File: config.mk
export PLATFORM = sky130hd
export DESIGN_NAME = fp_issue_ctrl
export DESIGN_NICKNAME = d
export VERILOG_FILES = /design/src/rtl/fp_ctrl_pkg.sv /design/src/rtl/fp_issue_ctrl.sv
export SDC_FILE = /design/constraint.sdc
export NUM_CORES = 1
export LEC_CHECK = 0
export BUFFER_PORTS_ARGS = -buffer_cell sky130_fd_sc_hd__clkbuf_2
export CAP_MARGIN = 20
export CORE_MARGIN = 2
export CORE_UTILIZATION = 49
export CTS_CLUSTER_SIZE = 30
export DETAILED_ROUTE_END_ITERATION = 12
export PLACE_DENSITY = 0.84
export SLEW_MARGIN = 15
export SYNTH_ARGS = -nofsm -noshare
export SYNTH_HDL_FRONTEND = slang
export SYNTH_SLANG_ARGS = --single-unit
File: constraint.sdc
create_clock -name clk -period 1.76 [get_ports clk]
set_input_delay 0.088 -clock clk [delete_from_list [all_inputs] [get_ports clk]]
set_output_delay 0.088 -clock clk [all_outputs]
set_load 0.05 [all_outputs]
File: src/rtl/fp_ctrl_pkg.sv
// Shared types and constants for the FP issue controller.
//   fpState_t          : controller state encoding
//   FP_ADD..FP_DIV     : FP op codes as presented on FpOpE
//   FP_QNAN            : canonical quiet NaN returned on watchdog expiry
//   DEFAULT_MULTI_MASK : op codes treated as multi-cycle (mul, div)
package fp_ctrl_pkg;

   typedef enum logic [1:0] {
      IDLE  = 2'd0,
      WAIT  = 2'd1,
      DONE  = 2'd2,
      DRAIN = 2'd3
   } fpState_t;

   localparam logic [1:0]  FP_ADD = 2'b00;
   localparam logic [1:0]  FP_SUB = 2'b01;
   localparam logic [1:0]  FP_MUL = 2'b10;
   localparam logic [1:0]  FP_DIV = 2'b11;

   localparam logic [31:0] FP_QNAN = 32'h7FC00000;

   localparam logic [3:0]  DEFAULT_MULTI_MASK = 4'b1100;

endpackage

File: src/rtl/fp_issue_ctrl.sv
// Execute-stage sequencer for the multi-cycle FP unit.
// Spots a multi-cycle FP op in EX, pulses FpStart, holds F/D/E (FpStallE)
// and bubbles EX/MEM (FpBubbleM) until FpValid, then presents the captured
// result for one release cycle (FpSelHeld). An aborted op leaves the unit
// busy, so its late FpValid is drained and discarded before a new issue.
//
// Ports:
//   clk, reset           : clock, synchronous active-high reset
//   IsFpE, FpOpE         : FP instruction present in EX and its op code
//   Abort                : kill the in-flight FP op
//   FpValid, FpResultE   : result handshake from the FP unit
//   FpStart              : start pulse to the FP unit
//   FpStallE, FpBubbleM  : pipeline hold / EX-MEM clear
//   FpSelHeld            : steer FpResultHeld into the EX result mux
//   FpResultHeld         : captured result
//   FpBusy               : controller not idle
//   FpErr                : watchdog expired (DONE cycle only)
//
// Optional feature: define FP_TIMEOUT_EN to enable the TIMEOUT-cycle
// watchdog on WAIT and DRAIN; otherwise FpErr is tied low and both states
// wait indefinitely.
module fp_issue_ctrl
   import fp_ctrl_pkg::*;
#(
   parameter logic [3:0] MULTI_MASK = DEFAULT_MULTI_MASK,
   parameter int         TIMEOUT    = 64
) (
   input  logic        clk,
   input  logic        reset,
   input  logic        IsFpE,
   input  logic [1:0]  FpOpE,
   input  logic        Abort,
   input  logic        FpValid,
   input  logic [31:0] FpResultE,
   output logic        FpStart,
   output logic        FpStallE,
   output logic        FpBubbleM,
   output logic        FpSelHeld,
   output logic [31:0] FpResultHeld,
   output logic        FpBusy,
   output logic        FpErr
);

   if (TIMEOUT < 1) begin : gBadTimeout
      $error("fp_issue_ctrl: TIMEOUT must be at least 1");
   end

   fpState_t    state, stateNext;
   logic [31:0] heldNext;
   logic        multi;

   assign multi = IsFpE & MULTI_MASK[FpOpE];

`ifdef FP_TIMEOUT_EN
   localparam int CW = $clog2(TIMEOUT + 1);

   logic [CW-1:0] cnt;
   logic          timedOut, timedOutNext;
   logic          cntHit;

   // cnt is 0 in the first cycle of WAIT/DRAIN, so the TIMEOUT-th cycle
   // in the state is the one that sees TIMEOUT-1.
   assign cntHit = (cnt == CW'(TIMEOUT - 1));

   always_ff @(posedge clk) begin
      if (reset) begin
         cnt      <= '0;
         timedOut <= 1'b0;
      end else begin
         timedOut <= timedOutNext;
         if (stateNext != state) cnt <= '0;
         else                    cnt <= cnt + 1'b1;
      end
   end

   assign FpErr = timedOut & (state == DONE);
`else
   assign FpErr = 1'b0;
`endif

   always_ff @(posedge clk) begin
      if (reset) begin
         state        <= IDLE;
         FpResultHeld <= '0;
      end else begin
         state        <= stateNext;
         FpResultHeld <= heldNext;
      end
   end

   always_comb begin
      stateNext = state;
      heldNext  = FpResultHeld;
      FpStart   = 1'b0;
      FpStallE  = 1'b0;
      FpBubbleM = 1'b0;
      FpSelHeld = 1'b0;
`ifdef FP_TIMEOUT_EN
      timedOutNext = timedOut;
`endif
      unique case (state)
         IDLE: begin
            FpStart   = multi & ~Abort;
            FpStallE  = multi & ~Abort;
            FpBubbleM = multi & ~Abort;
            if (multi & ~Abort) stateNext = WAIT;
`ifdef FP_TIMEOUT_EN
            timedOutNext = 1'b0;
`endif
         end
         WAIT: begin
            FpStallE  = 1'b1;
            FpBubbleM = 1'b1;
            // Abort wins: a simultaneous FpValid belongs to the killed op.
            if (Abort) begin
               stateNext = DRAIN;
            end else if (FpValid) begin
               heldNext  = FpResultE;
               stateNext = DONE;
            end
`ifdef FP_TIMEOUT_EN
            else if (cntHit) begin
               heldNext     = FP_QNAN;
               timedOutNext = 1'b1;
               stateNext    = DONE;
            end
`endif
         end
         DONE: begin
            FpSelHeld = 1'b1;
            stateNext = IDLE;
`ifdef FP_TIMEOUT_EN
            // The unit is still working on the timed-out op.
            if (timedOut) stateNext = DRAIN;
            timedOutNext = 1'b0;
`endif
         end
         DRAIN: begin
            // Hold any new multi-cycle op until the orphan result drains.
            FpStallE  = multi;
            FpBubbleM = multi;
            if (FpValid) stateNext = IDLE;
`ifdef FP_TIMEOUT_EN
            else if (cntHit) stateNext = IDLE;
`endif
         end
         default: stateNext = IDLE;
      endcase
   end

   assign FpBusy = (state != IDLE);

endmodule

==> results of run 1 <==
## where the power goes
group | leakage [nW] | internal, W | total (W) | switching (W)
clock | 0.0254 | 0.000151 | 0.000389 | 0.000238
combinational | 0.650 | 0.000122 | 0.000268 | 0.000146
sequential | 0.274 | 0.000782 | 0.000792 | 0.00000962
total | 0.950 | 0.00105 | 0.00145 | 0.000394
## how the worst max path moves through the flow
stage                                         endpoint                   from  slack (ns)
final                                         FpStallE  state[0]$_SDFFE_PP0P_        0.34
after global routing                         FpBubbleM  state[0]$_SDFFE_PP0P_        0.20
after CTS                                     FpStallE  state[0]$_SDFFE_PP0P_        0.32
after detailed placement  FpResultHeld[0]$_SDFFE_PP0P_  state[0]$_SDFFE_PP0P_        0.42
after global placement    FpResultHeld[1]$_SDFFE_PP0P_  state[0]$_SDFFE_PP0P_        0.46
after floorplan                               FpStallE  state[1]$_SDFFE_PP0P_        0.15
## sequential cells by signal (all words and copies together), names as in the netlist
signal	flops
FpResultHeld	32
state	2
## critical path, stage by stage (launching register included)
cell and delay, ns:
dfxtp_1 0.46, nand3_1 0.10, o211ai_1 0.13, clkbuf_2 0.32
## cell type report
class                      instances  area, µm²  share of cell area
tap                               44       55.1              0.0249
inverter                           1       3.75             0.00170
sequential                        34        681               0.308
timing repair buffer              98        601               0.271
clock buffer                       7       45.0              0.0204
multi-input combinational        111        827               0.374
## cell families after synthesis
logic type | after synthesis | synth area share
compound gates | 3 | 0.0146
buf+inv | 14 | 0.0716
flops | 34 | 0.419
mux | 32 | 0.197
other cells | 1 | 0.00231
simple gates | 75 | 0.295
## through the flow
step,power [W],utilization,cell area (µm²),cells
floorplan,0.000977,-,1620,159
global placement,0.00104,0.634,1970,268
detailed placement,0.00104,0.634,1970,268
CTS,0.00146,0.710,2200,294
global route,0.00152,0.713,2210,295
finish,0.00145,0.713,2210,295
## metal layers
metal | share of wire | track usage
met1 | 0.44 | 0.230
met2 | 0.51 | 0.349
met3 | 0.048 | 0.0630
met4 | 0.0077 | 0.0638
met5 | 0 | 0
## cells in the final DEF (no fill, tap or decap), drive strengths merged
cell type	count
nand2b	65
conb	1
nand3	1
and4bb	1
dlygate4sd3	20
or2	1
nor3	1
mux2i	32
nor2	1
nand3b	1
a2111oi	1
inv	1
buf	4
clkbuf	81
or4bb	1
nor2b	1
o211ai	2
or3	1
or3b	1
dfxtp	34
## cell usage after synthesis, drive strengths merged
cell type / n
mux2i: 32
conb: 1
or3: 1
clkbuf: 7
nand2b: 65
or4bb: 1
or3b: 1
or2: 1
nor2b: 1
nor2: 1
and4bb: 1
inv: 1
nand3b: 1
nand3: 1
buf: 6
dfxtp: 34
nor3: 1
a2111oi: 1
o211ai: 2
==> flow_summary.json, run 1 <==
{
  "arrival_ns": 1.33,
  "clk_latency_ns": 0.32,
  "drv_cap": 0,
  "r2r_end": "FpResultHeld[28]$_SDFFE_PP0P_",
  "ios": 77,
  "crit_required_ns": 1.67,
  "io_buffers": 74,
  "antenna_found_initial": 0,
  "timing.final.crit_share": 0.807,
  "dp_slack_ns": 0.418,
  "synth_seq_cells": 34,
  "grt_pass1_wl_mm": 5.52,
  "hpwl_mm": 2.27,
  "synth_area_um2": 1620,
  "holdPathStages": 3,
  "rrSetupSlack_ns": 0.39,
  "synth-warning-count": 0,
  "p_leak_nw": 0.950,
  "n_fill_cell": 265,
  "drive_above_1_share": 0.339,
  "gp_congestion": 0.686,
  "cts_htree_levels": 2,
  "detail_route.iter0.violations": 63,
  "die_h_um": 61.6,
  "route.detailed.drc": 0,
  "yosysTopAreaCell": "dfxtp_1",
  "synth.avg_cell_area_um2": 10.2,
  "num_vias": 1359,
  "r2r_cells": 3,
  "synth.distinct_cells": 21,
  "syn_nets": 198,
  "hold_start": "FpResultE[9]",
  "hold_viol": 0,
  "cts-root-buf": "clkbuf_4",
  "rr_startpoint": "state[0]$_SDFFE_PP0P_",
  "nets": 290,
  "cts_setup_buffers": 0,
  "end_kind": "primary output",
  "area_growth_pct": 36.2,
  "hold_path_class": "input port to flop",
  "postCtsHoldBufs": 19,
  "vdd_drop_max_mv": 0.350,
  "grt_start_max_net_pins": 29,
  "cts_made_buffers": 5,
  "grt_setup_unrepaired": "no",
  "worst_clock_skew_ns": 0.00157,
  "hold_end": "FpResultHeld[9]$_SDFFE_PP0P_",
  "wl_mm": 3.49,
  "ctsResizeCount": 0,
  "startpoint_type": "flop",
  "power_density_nw_per_um2": 655,
  "crit_path_max_fanout": 9,
  "diodes": 0,
  "cts_tree": "built",
  "drtPass1Iterations": 4,
  "clock_path_buffers": 2,
  "max_freq_mhz": 704,
  "grt-ovfl-total": 0,
  "layout_min_cycle_time_ns": 1.42,
  "grt.total_usage": 0.199,
  "cts.sink_count": 34,
  "finalSetupViolations": 0,
  "die-area_um2": 3790,
  "wl_per_cell_um": 11.8,
  "yosys.area.top_type_share": 0.419,
  "ys_seq_area_frac": 0.419,
  "clk_pin_slew_worst_paths_ns": 0.09,
  "status": "finished, final reports clean",
  "die_x_um": 61.6,
  "setup-tns-final_ns": 0,
  "rows": 20,
  "criticalPathCategory": "flop to primary output",
  "grt_pass1_vias": 1313,
  "initial_utilization": 0.523,
  "synth.area.top_cells": "dfxtp_1 42%, nand2b_1 25%, mux2i_1 20%",
  "ant_nets": 0,
  "setup_slack_ns": 0.340,
  "syn_inst": 159,
  "via_per_inst": 4.61,
  "slew_violations": 0,
  "core_um2": 3100,
  "hold_slack_ns": 0.00818
}
Note: power is estimated with default switching activity, not from simulation.
==> run 2: changes to the inputs <==
- CORE_UTILIZATION: 49 -> 46
- PLACE_DENSITY: 0.84 -> 0.79
- clock period: 1.76 -> 1.4 ns (I/O delays scaled with it)
==> run 2 against run 1 <==
First-iteration DRC count decreased by 9.5%. Design area increased by 9.1%. Combinational power increased by 39%. Die area increased by 6.1%. Power increased by 43%. Worst setup slack got worse by 0.27 ns. Core utilization increased by 0.47 points. Global-route usage increased by 0.61 points. Clock power increased by 81%.
==> flow_summary.json, run 2 (synthesis gave the netlist of run 1 again) <==
{
  "status": "finished, final reports clean",
  "grt.total_usage": 0.205,
  "hold_viol": 0,
  "hold_slack_ns": 0.105,
  "cts_htree_levels": 2,
  "pwr-share-seq": 0.481,
  "crit_cells": 3,
  "reg_top3": "FpResultHeld: 32 flops, state: 2 flops",
  "hold_path_class": "input port to flop",
  "slew_violations": 0,
  "holdPathStages": 2,
  "cts.sink_count": 34,
  "die_x_um": 63.4,
  "post_dp_cell_area_um2": 2010,
  "critPathMaxStageDelay_ns": 0.36,
  "vdd_drop_max_mv": 0.559,
  "cts_setup_buffers": 0,
  "max_freq_mhz": 754,
  "rr_startpoint": "state[1]$_SDFFE_PP0P_",
  "worstPathCellList": "or2_1 > nor2_2 > clkbuf_8",
  "multiInputGateArea_um2": 830,
  "grt_setup_unrepaired": "no",
  "end_kind": "primary output",
  "startpoint_type": "flop",
  "rows": 21,
  "stdcell_area_um2": 2410,
  "n_fill_cell": 274,
  "p_leak_nw": 1.03,
  "die-area_um2": 4020,
  "clock_path_buffers": 2,
  "r2r_cells": 3,
  "area_growth_pct": 48.6,
  "die_h_um": 63.4,
  "wl_mm": 3.85,
  "ios": 77,
  "core_um2": 3360,
  "route.detailed.drc": 0,
  "criticalPathCategory": "flop to primary output",
  "io_buffers": 74,
  "hpwl_mm": 2.25,
  "grt_pass1_vias": 1426,
  "timing.final.crit_share": 0.947,
  "finalSetupViolations": 0,
  "cp_num_buf_inv": 1,
  "clk_latency_ns": 0.34,
  "crit_required_ns": 1.33,
  "cts_made_buffers": 5,
  "worst_path_dominant_cell_family": "simple AND/OR/NAND/NOR gates",
  "drive_above_1_share": 0.336,
  "cts_tree": "built",
  "dp_slack_ns": 0.133,
  "ff_latch_area_um2": 683,
  "cts-root-buf": "clkbuf_4",
  "via_per_inst": 4.50,
  "initial_utilization": 0.483,
  "p_int_w": 0.00155,
  "clockPowerShare": 0.339,
  "hold_start": "reset",
  "final_common_cell": "clkbuf_2",
  "final_cell_mix": "73 x clkbuf_2, 65 x nand2b_1, 33 x dlygate4sd3_1",
  "arrival_ns": 1.26,
  "ant_nets": 0,
  "pwr-share-comb": 0.180,
  "worst_clock_skew_ns": 0.0189,
  "largest_reg_flops": 32,
  "drtPass1Iterations": 4,
  "grt_start_max_net_pins": 33,
  "power_density_nw_per_um2": 859,
  "switchingPower_w": 0.000527,
  "layout_min_cycle_time_ns": 1.33,
  "grt-ovfl-total": 0,
  "startpoint": "state[0]$_SDFFE_PP0P_",
  "antenna_found_initial": 0,
  "nets": 303,
  "drv_cap": 0,
  "grt_pass1_wl_mm": 6.41,
  "power_w": 0.00207,
  "top_register": "FpResultHeld",
  "clk_pin_slew_worst_paths_ns": 0.09,
  "num_vias": 1398,
  "detail_route.iter0.violations": 57,
  "diodes": 0,
  "wl_per_cell_um": 12.4,
  "setup_slack_ns": 0.0739,
  "p_sw_frac": 0.254,
  "critPathSlowestCell": "dfxtp_2",
  "gp_congestion": 0.669,
  "crit_path_max_fanout": 9
}
[run 2: changes by cell type in the layout (fill, tap and decap cells not counted), sizes merged]
cell and change:
dlygate4sd3 +13, bufinv +1
[run 2: per-stage QoR]
stage | utilization | std cells | setup TNS [ns]
after global routing | 0.718 | 311 | 0
after global placement | 0.596 | 271 | 0
after detailed placement | 0.596 | 271 | 0
after floorplan | - | 159 | -0.166
after CTS | 0.718 | 311 | 0
final | 0.718 | 311 | 0
[run 2: worst paths after layout]
check | end | slack, ns
setup / recovery | FpStart | 0.07
hold / removal | state[1]$_SDFFE_PP0P_ | 0.10
setup reg to reg | FpResultHeld[2]$_SDFFE_PP0P_ | 0.11
hold reg to reg | FpResultHeld[23]$_SDFFE_PP0P_ | 0.48
[run 2: power by group through the flow]
stage,Clock (W),Sequential [W],Combinational [W]
after floorplan,0,0.00106,0.000167
after global placement,0,0.00101,0.000297
after detailed placement,0,0.00101,0.000299
after CTS,0.000724,0.000996,0.000368
after global routing,0.000762,0.000999,0.000400
final,0.000703,0.000996,0.000373
[run 2: worst register-to-register path, stage by stage, from the launching register on]
cell,delay [ns]
dfxtp_2,0.36
and4bb_2,0.42
buf_12,0.20
mux2i_1,0.23
[run 2: layout make-up]
class | instances | share of cell area
Sequential cell | 34 | 0.283
Multi-Input combinational cell | 111 | 0.344
Clock inverter | 1 | 0.0124
Inverter | 1 | 0.00156
Timing Repair Buffer | 111 | 0.317
Tap cell | 46 | 0.0238
Clock buffer | 7 | 0.0187
[run 2: timing repair]
item / CTS / global route
endpoints found under the setup margin: 1 / 0
resized for setup: 3 / 0
hold endpoints to repair: 33 / 0
hold buffers: 33 / 0
[run 2: per-layer routing]
metal  up-vias  share of wire  global-route usage
met3         5          0.054              0.0429
met5         -              0                   0
met2        44           0.51               0.372
li1        727              -                   -
met4         0          0.015              0.0897
met1       622           0.43               0.229
==> run 3: changes to the inputs <==
- PLACE_DENSITY: 0.79 -> default
- PLACE_DENSITY_LB_ADDON: default -> 0.2
==> run 3 against run 2 <==
Combinational power about the same. Core utilization decreased by 0.37 points. Cell count unchanged. Clock power decreased by 22%. Design area decreased by 0.52%. Largest power group unchanged.
==> flow_summary.json, run 3 (synthesis gave the netlist of run 1 again) <==
{
  "status": "finished, final reports clean",
  "reg_top3": "FpResultHeld: 32 flops, state: 2 flops",
  "drtPass1Iterations": 4,
  "top_register": "FpResultHeld",
  "stdcell_area_um2": 2400,
  "setup_slack_ns": 0.0873,
  "criticalPathCategory": "flop to primary output",
  "wl_mm": 3.71,
  "grt_setup_unrepaired": "no",
  "antenna_found_initial": 0,
  "grt_pass1_vias": 1482,
  "drive_above_1_share": 0.340,
  "cts_tree": "built",
  "ios": 77,
  "io_buffers": 74,
  "drv_cap": 0,
  "die_x_um": 63.4,
  "startpoint_type": "flop",
  "finalSetupViolations": 0,
  "vdd_drop_max_mv": 0.600,
  "rows": 21,
  "route.detailed.drc": 0,
  "cts_setup_buffers": 0,
  "crit_required_ns": 1.33,
  "layout_min_cycle_time_ns": 1.31,
  "detail_route.iter0.violations": 38,
  "startpoint": "state[1]$_SDFFE_PP0P_",
  "hold_viol": 0,
  "die_h_um": 63.4,
  "nets": 303,
  "grt-ovfl-total": 0,
  "crit_path_max_fanout": 9,
  "grt_pass1_wl_mm": 6.36,
  "area_growth_pct": 47.8,
  "dp_slack_ns": 0.145,
  "multiInputGateArea_um2": 830,
  "cts_made_buffers": 5,
  "die-area_um2": 4020,
  "hold_slack_ns": 0.0183,
  "ff_latch_area_um2": 683,
  "hpwl_mm": 2.35,
  "clk_latency_ns": 0.33,
  "arrival_ns": 1.24,
  "gp_congestion": 0.677,
  "post_dp_cell_area_um2": 2000,
  "final_cells": 311,
  "p_leak_nw": 1.02,
  "slew_violations": 0,
  "max_freq_mhz": 762,
  "hold_path_class": "input port to flop",
  "num_vias": 1395,
  "core_um2": 3360,
  "grt.total_usage": 0.200,
  "final_cell_mix": "71 x clkbuf_2, 65 x nand2b_1, 33 x dlygate4sd3_1",
  "hold_start": "FpResultE[1]",
  "final_common_cell": "clkbuf_2",
  "diodes": 0,
  "wl_per_cell_um": 11.9,
  "rr_startpoint": "state[1]$_SDFFE_PP0P_",
  "power_w": 0.00192,
  "clk_pin_slew_worst_paths_ns": 0.10,
  "worst_clock_skew_ns": 0.00742,
  "power_density_nw_per_um2": 801,
  "dp.cells": 270,
  "initial_utilization": 0.483,
  "end_kind": "primary output",
  "largest_reg_flops": 32,
  "cts_htree_levels": 2,
  "ant_nets": 0,
  "n_fill_cell": 280,
  "via_per_inst": 4.49,
  "clock_path_buffers": 2,
  "grt_start_max_net_pins": 40,
  "timing.final.crit_share": 0.938,
  "cts-root-buf": "clkbuf_4",
  "cts.sink_count": 34
}
[run 3: through the flow]
stage	util	TNS, ns
2_1_floorplan	-	-0.166
3_3_place_gp	0.594	0
3_5_place_dp	0.594	0
4_1_cts	0.712	0
5_1_grt	0.714	0
6_report	0.714	0
[run 3: metal layers]
layer	GRT usage	routed length (µm)
met5	0	0
met1	0.217	1560
met3	0.0607	210
met4	0.0734	67
met2	0.363	1880
[run 3: final timing paths]
check	slack, ns	to	depth (start not counted)
max	0.09	FpStart	3
min	0.02	FpResultHeld[1]$_SDFFE_PP0P_	3
max reg2reg	0.20	FpResultHeld[26]$_SDFFE_PP0P_	3
min reg2reg	0.48	FpResultHeld[0]$_SDFFE_PP0P_	2
[run 3: area by class of cell]
cell class,instances,area share
Inverter,1,0.00156
Sequential cell,34,0.285
Multi-Input combinational cell,111,0.345
Timing Repair Buffer,111,0.319
Tap cell,46,0.0240
Clock buffer,7,0.0229
Clock inverter,1,0.00208
[run 3: repair_timing]
action / CTS / global route
gates resized for setup: 3 / 3
endpoints found under the setup margin: 3 / 4
hold endpoints to repair: 32 / 0
hold buffers: 33 / 0
[run 3: power breakdown]
group | total, W | leakage (nW) | switching, W | internal (W)
logic | 0.000376 | 0.712 | 0.000191 | 0.000185
registers | 0.000996 | 0.275 | 0.0000127 | 0.000984
clock network | 0.000551 | 0.0353 | 0.000308 | 0.000243
total | 0.00192 | 1.02 | 0.000511 | 0.00141
[run 3: worst max-delay path, cell delays in order (launching register included)]
cell and delay [ns]:
dfxtp_2 0.37, or2_1 0.26, nor2_2 0.12, buf_6 0.16
